--- config.mk ---
export PLATFORM = sky130hd
export DESIGN_NAME = riscv_uart_loader
export DESIGN_NICKNAME = d
export VERILOG_FILES = /design/src/rtl/riscv_uart_loader.sv
export SDC_FILE = /design/constraint.sdc
export NUM_CORES = 1
export LEC_CHECK = 0
export CORE_MARGIN = 2
export CORE_UTILIZATION = 40
export DETAILED_ROUTE_END_ITERATION = 7
export GPL_ROUTABILITY_DRIVEN = 0
export HOLD_SLACK_MARGIN = 0.06
export PLACE_DENSITY_LB_ADDON = 0.12
export SLEW_MARGIN = 20
export SYNTH_ARGS = -nofsm -noshare
export SYNTH_HDL_FRONTEND = slang
export SYNTH_SLANG_ARGS = --single-unit
export TNS_END_PERCENT = 50
--- constraint.sdc ---
create_clock -name clk -period 7.45 [get_ports clk]
set_clock_uncertainty 0.15 [all_clocks]
set_input_delay 1.1175 -clock clk [delete_from_list [all_inputs] [get_ports clk]]
set_output_delay 1.1175 -clock clk [all_outputs]
set_load 0.05 [all_outputs]
--- src/rtl/riscv_uart_loader.sv ---
// Boot loader: receives a length-prefixed image over 8N1 UART and writes it word by word into RAM, holding the core in reset until done.
// Latency: we rises 1 cycle after the stop-bit sample of each word's 4th byte; done/core_reset release 1 cycle after the last we.
// Backpressure: none; the RAM write port is assumed to accept a write every cycle.
module riscv_uart_loader #(
    parameter int CLK_FREQ    = 27_000_000,
    parameter int BAUD        = 115_200,
    parameter int DEPTH_WORDS = 1024
) (
    input  logic        clk,
    input  logic        x_reset,
    input  logic        uart_rx,
    output logic        we,
    output logic [31:0] waddr,
    output logic [31:0] wdata,
    output logic        core_reset,
    output logic        done,
    output logic        err
);

    localparam int CLKS_PER_BIT = CLK_FREQ / BAUD;
    localparam int CNT_W        = $clog2(CLKS_PER_BIT);
    localparam logic [CNT_W-1:0] BIT_LAST  = CNT_W'(CLKS_PER_BIT - 1);
    localparam logic [CNT_W-1:0] HALF_LAST = CNT_W'(CLKS_PER_BIT / 2 - 1);
    localparam logic [16:0]      MAX_WORDS = 17'(DEPTH_WORDS);

    typedef enum logic [1:0] {RX_IDLE, RX_START, RX_DATA, RX_STOP} rx_state_t;
    typedef enum logic [2:0] {L_LEN_LO, L_LEN_HI, L_DATA, L_LAST, L_DONE, L_ERR} ld_state_t;

    rx_state_t        rx_state, rx_next;
    logic             rx_meta, rx_sync;
    logic [CNT_W-1:0] rx_cnt;
    logic [2:0]       bit_idx;
    logic [7:0]       rx_shift;
    logic             tick;
    logic             byte_valid;
    logic             frame_err;
    logic [7:0]       byte_data;

    ld_state_t        ld_state, ld_next;
    logic [7:0]       len_lo;
    logic [15:0]      n_words;
    logic [15:0]      wcnt;
    logic [1:0]       byte_idx;
    logic [23:0]      word_buf;
    logic [15:0]      new_len;
    logic             word_wr;

    always_ff @(posedge clk or posedge x_reset) begin
        if (x_reset) begin
            rx_meta <= 1'b1;
            rx_sync <= 1'b1;
        end else begin
            rx_meta <= uart_rx;
            rx_sync <= rx_meta;
        end
    end

    // START waits half a bit so every later sample lands mid-bit
    assign tick      = (rx_state == RX_START) ? (rx_cnt == HALF_LAST) : (rx_cnt == BIT_LAST);
    assign byte_data = rx_shift;

    always_comb begin
        rx_next    = rx_state;
        byte_valid = 1'b0;
        frame_err  = 1'b0;
        case (rx_state)
            RX_IDLE:  if (!rx_sync) rx_next = RX_START;
            RX_START: if (tick) rx_next = rx_sync ? RX_IDLE : RX_DATA;
            RX_DATA:  if (tick && bit_idx == 3'd7) rx_next = RX_STOP;
            RX_STOP: begin
                if (tick) begin
                    rx_next    = RX_IDLE;
                    byte_valid = rx_sync;
                    frame_err  = !rx_sync;
                end
            end
            default:  rx_next = RX_IDLE;
        endcase
    end

    always_ff @(posedge clk or posedge x_reset) begin
        if (x_reset) begin
            rx_state <= RX_IDLE;
            rx_cnt   <= '0;
            bit_idx  <= 3'd0;
            rx_shift <= 8'd0;
        end else begin
            rx_state <= rx_next;
            rx_cnt   <= (rx_state == RX_IDLE || tick) ? '0 : rx_cnt + 1'b1;
            if (rx_state == RX_START)
                bit_idx <= 3'd0;
            if (rx_state == RX_DATA && tick) begin
                rx_shift <= {rx_sync, rx_shift[7:1]};
                bit_idx  <= bit_idx + 1'b1;
            end
        end
    end

    assign new_len = {byte_data, len_lo};

    always_comb begin
        ld_next = ld_state;
        word_wr = 1'b0;
        case (ld_state)
            L_LEN_LO: begin
                if (frame_err)       ld_next = L_ERR;
                else if (byte_valid) ld_next = L_LEN_HI;
            end
            L_LEN_HI: begin
                if (frame_err)                           ld_next = L_ERR;
                else if (byte_valid) begin
                    if (new_len == 16'd0)                ld_next = L_DONE;
                    else if ({1'b0, new_len} > MAX_WORDS) ld_next = L_ERR;
                    else                                 ld_next = L_DATA;
                end
            end
            L_DATA: begin
                if (frame_err) ld_next = L_ERR;
                else if (byte_valid && byte_idx == 2'd3) begin
                    word_wr = 1'b1;
                    ld_next = (wcnt + 16'd1 == n_words) ? L_LAST : L_DATA;
                end
            end
            // one extra cycle so core_reset drops only after the last write lands
            L_LAST:  ld_next = L_DONE;
            L_DONE:  ld_next = L_DONE;
            L_ERR:   ld_next = L_ERR;
            default: ld_next = L_LEN_LO;
        endcase
    end

    always_ff @(posedge clk or posedge x_reset) begin
        if (x_reset) begin
            ld_state <= L_LEN_LO;
            len_lo   <= 8'd0;
            n_words  <= 16'd0;
            wcnt     <= 16'd0;
            byte_idx <= 2'd0;
            word_buf <= 24'd0;
            we       <= 1'b0;
            waddr    <= 32'd0;
            wdata    <= 32'd0;
        end else begin
            ld_state <= ld_next;
            we       <= word_wr;
            if (ld_state == L_LEN_LO && byte_valid)
                len_lo <= byte_data;
            if (ld_state == L_LEN_HI && byte_valid)
                n_words <= new_len;
            if (ld_state == L_DATA && byte_valid) begin
                byte_idx <= byte_idx + 1'b1;
                if (word_wr) begin
                    wdata <= {byte_data, word_buf};
                    waddr <= {14'd0, wcnt, 2'b00};
                    wcnt  <= wcnt + 16'd1;
                end else begin
                    word_buf <= {byte_data, word_buf[23:8]};
                end
            end
        end
    end

    assign done       = (ld_state == L_DONE);
    assign err        = (ld_state == L_ERR);
    assign core_reset = !done;

endmodule

# Word-level counts from Yosys, hierarchy flattened

Index checks and enable logic that the tools add are counted.
Widths: inputs -> output; s select.

Add/subtract/negate cells: 4
$lt $le $gt $ge: 1
Eq/ne operators: 20
Multiplexer cells: 27
Bitwise operators: 1
Reduce and logical (&&, ||, !) cells: 18

Operators with widths:

| cell                  | number |
|---|---|
| $mux 3                | 10 |
| $add 16x1->16 const B | 1 |
| $eq 16x16->1          | 1 |
| $gt 16x11->1 const B  | 1 |
| $logic_not 16->1      | 1 |
| $pmux 3 s5            | 1 |
| $mux 2                | 5 |
| $eq 3x3->1 const B    | 3 |
| $mux 1                | 9 |
| $ne 3x3->1 const B    | 3 |
| $add 8x1->8 const B   | 1 |
| $eq 8x7->1 const B    | 1 |
| $eq 8x8->1 const B    | 1 |
| $mux 8                | 1 |
| $ne 2x2->1 const B    | 4 |
| $pmux 2 s4            | 1 |
| $eq 2x2->1 const B    | 3 |
| $eq 3x2->1 const B    | 2 |
| $logic_and 1x1->1     | 6 |
| $reduce_and 2->1      | 2 |
| $reduce_and 4->1      | 1 |
| $add 3x1->3 const B   | 1 |
| $eq 3x1->1 const B    | 1 |
| $logic_not 3->1       | 1 |
| other kinds (9)       | 10 |

Register bits: 141
Bits of input ports: 3
Output and inout port bits: 68
Word-level logic and storage cells: 86

# Logic depth before layout (Yosys ltp)

Word-level depth: 10
Mapped depth: 9

# Worst setup path after synthesis

Ideal clock, no wire load.

Path type: register to output
Start: register ld_state[2]
End: output done
Arrival time: 1.372 ns
Data required time: 6.182 ns
Setup slack: 4.811 ns
Stages on the path, launching flop included: 4
Path through: dfrtp_1 > clkbuf_1 > nand2_1 > inv_1

Word-level cells in the longest chain between the ends: 1

Ends and longest elaborated chain:

| item                   | line | text |
|---|---|---|
| from (decl)            | 39   | `ld_state_t ld_state, ld_next;` |
| from (signal assigned) | 144  | `ld_state <= ld_next;` |
| $eq 3x3->1             | 163  | `assign done = (ld_state == L_DONE);` |
| to (decl)              | 16   | `output logic done,` |

Every way passes these cells.

==> reports/metrics.yaml <==
cts_resized: 0
cts_max_level: 4
root_buffer: "clkbuf_16"
coreArea_um2: 15700
tightest_slew_ps: 873
endpoint: "wcnt[15]$_DFFE_PP0P_"
tns_ps: 0
min_from: "rx_meta$_DFF_PP1_"
required_ps: 7630
rrSetupSlack_ps: 3850
die_h_um: 130
clk_pin_slew_ps: 60
routedWlPerCell_um: 14.2
reg2regPathDepth: 8
cts_tree: "yes"
power.share.clock_pct: 48.7
power.internal_mw: 1.20
drive_gt1_share_pct: 15.7
crit_path_max_fanout: 31
fin_crit_sh_pct: 48.4
syn-instance-count: 598
antenna_left: 0
async_flop_share_pct: 100
grt_use_total_pct: 16.2
dr.first_iter.drc_count: 187
dieArea_um2: 17000
grt_pass1_wl_mm: 21.2
synth_cell_type_count: 48
ys_warn_count: 0
total_power_mw: 1.56
worstReg2RegEnd: "wcnt[15]$_DFFE_PP0P_"
clk_path_buf_depth: 2
place_hpwl_mm: 8.18
hp-class: "reg2reg"
syn_area_um2: 6370
drc: 0
synth.most_common_cell: "nand2_1"
synth_top_area_share_pct: 54.6
yosys.area.top_type: "dfrtp_1"
maxSlewViolCount: 0
io_buffers: 54
syn_area_per_cell_um2: 10.7
routed_wl_mm: 12.3
rsz0062_at_grt: "no"
relSlewSlack_pct: 41.7
vias: 4193
grt_antenna_before_repair: 0
insertion_delay_ps: 420
worstSetupPathType: "reg2reg"
grt_max_degree: 84
cp_data_arrival_time_ps: 3780
synth_seq_cells: 141
ioPinCount: 71
via_per_inst: 4.82
synthTopCellsByArea: "dfrtp_1 (55%), mux2_2 (10%), nand2_1 (10%)"
rows: 46
total_leakage_power_nw: 3.71
synth_flop_cell: "dfrtp_1"
initial_core_util_pct: 40.5
start_kind: "flip-flop"
dr.pass1.iters: 4
ys_seq_area_share_pct: 55.4
cts_hold_buf: 0
nNetsFinal: 649
period_minus_slack_ps: 3600
maxCapViolations: 0
areaGrowthSynthToFinish_pct: 17.9
grt_overflow_total: 0
p_sw_mw: 0.359
switching_share_pct: 23.0
ir_drop_v: 0.000148
max_freq_mhz: 278
outcome: "completed"
n_antenna_cell: 0
synth_edf_count: 0
hold_viol_final: 0
finalSetupViolations: 0
grt_pass1_vias: 4235
clock_sinks: 141
synth_common_cells: "nand2_1 (171), dfrtp_1 (139), mux2_2 (58), xnor2_1 (24)"
cts_made_buffers: 17
cp-end-kind: "flip-flop"
p_seq_share_pct: 49.1
post_cts_buffers: 0
p_per_area_nw_per_um2: 208
die_w_um: 130
p_comb_share_pct: 2.2
[state kept, by name (all words and copies together) (netlist names), 2 cells and up, named ones only]
signal     cells
rx_cnt         8
wcnt          16
len_lo         8
byte_data      8
byte_idx       2
waddr         16
wdata         32
ld_state       3
word_buf      24
n_words       16
bit_idx        3
[area by class of cell]
class                           count  area, um^2
Tap cell                          216         270
Inverter                            7        31.3
Timing Repair Buffer               59         582
Clock buffer                       20         447
Fill cell                        1471        8200
Sequential cell                   141        3530
Multi-Input combinational cell    415        2560
Clock inverter                     12        92.6
[critical path, cell delays in order (launching register included)]
cell and delay, ps:
dfrtp_1 520, nor4b_1 340, nand4b_1 150, a211oi_2 740, and4_2 770, buf_4 380
nand2_1 130, nor2_1 130, xor2_1 170
[stage by stage]
step,hold WS [ps],setup slack [ps],instances,instance area (um^2),util (%)
after floorplan,195,2400,613,6430,-
after global placement,196,3990,838,6970,44.4
after global routing,210,3490,870,7510,47.8
after CTS,208,3810,870,7510,47.8
final,203,3850,870,7510,47.8
after detailed placement,200,3830,838,6970,44.4
[worst min-delay path by stage]
stage	end	cells past startpoint
global route	rx_sync$_DFF_PP1_	0
floorplan	rx_sync$_DFF_PP1_	0
detailed placement	rx_sync$_DFF_PP1_	0
finish	rx_sync$_DFF_PP1_	0
CTS	rx_sync$_DFF_PP1_	0
global placement	rx_sync$_DFF_PP1_	0
[layout by cell type, fill, tap and decap left out, types with 2 or more instances in the layout]
cell type and instances:
clkbuf_1 2, o21ai_0 13, nor4_1 6, and2_1 2
clkinv_4 5, inv_1 6, clkinvlp_4 4, inv_6 2
nand3_1 18, xnor2_1 24, nand2_1 171, dfrtp_1 139
clkinv_2 2, mux2_2 58, buf_4 4, clkbuf_16 17
a22o_1 3, nand4b_1 2, mux2i_1 3, nor2_1 20
nor3b_1 3, a21oi_1 5, nand4_1 8, and3_1 6
nor3_1 8, conb_1 16, dfstp_2 2, xor2_1 19
o22ai_1 2, ha_1 5, clkdlybuf4s50_1 54
[power groups by stage]
| stage | sequential (mW) | clock, mW | combinational, mW |
|---|---|---|---|
| final | 0.768 | 0.762 | 0.0342 |
| after global routing | 0.767 | 0.819 | 0.0383 |
| after CTS | 0.767 | 0.784 | 0.0353 |
| after detailed placement | 0.781 | 0 | 0.0353 |
| after global placement | 0.781 | 0 | 0.0349 |
| after floorplan | 0.781 | 0 | 0.0353 |
[routing by layer]
layer,wire (um),track usage (%),part of all wire (%),vias to the layer above
met5,0,0,0,-
met4,257,6.89,2.1,0
met3,397,4.10,3.2,19
met2,5910,25.6,48,68
li1,-,-,-,2044
met1,5770,21.4,47,2062
[logic make-up after synthesis]
group	synth area share, %
AOI/OAI and AO/OA	3.63
other	0.0589
buffers and inverters	5.34
muxes	10.7
DFF	55.4
xor gates and xnor gates	5.91
adders and majority gates	0.982
and+or+nand+nor	17.9
Power figures use the tool's default switching activity.
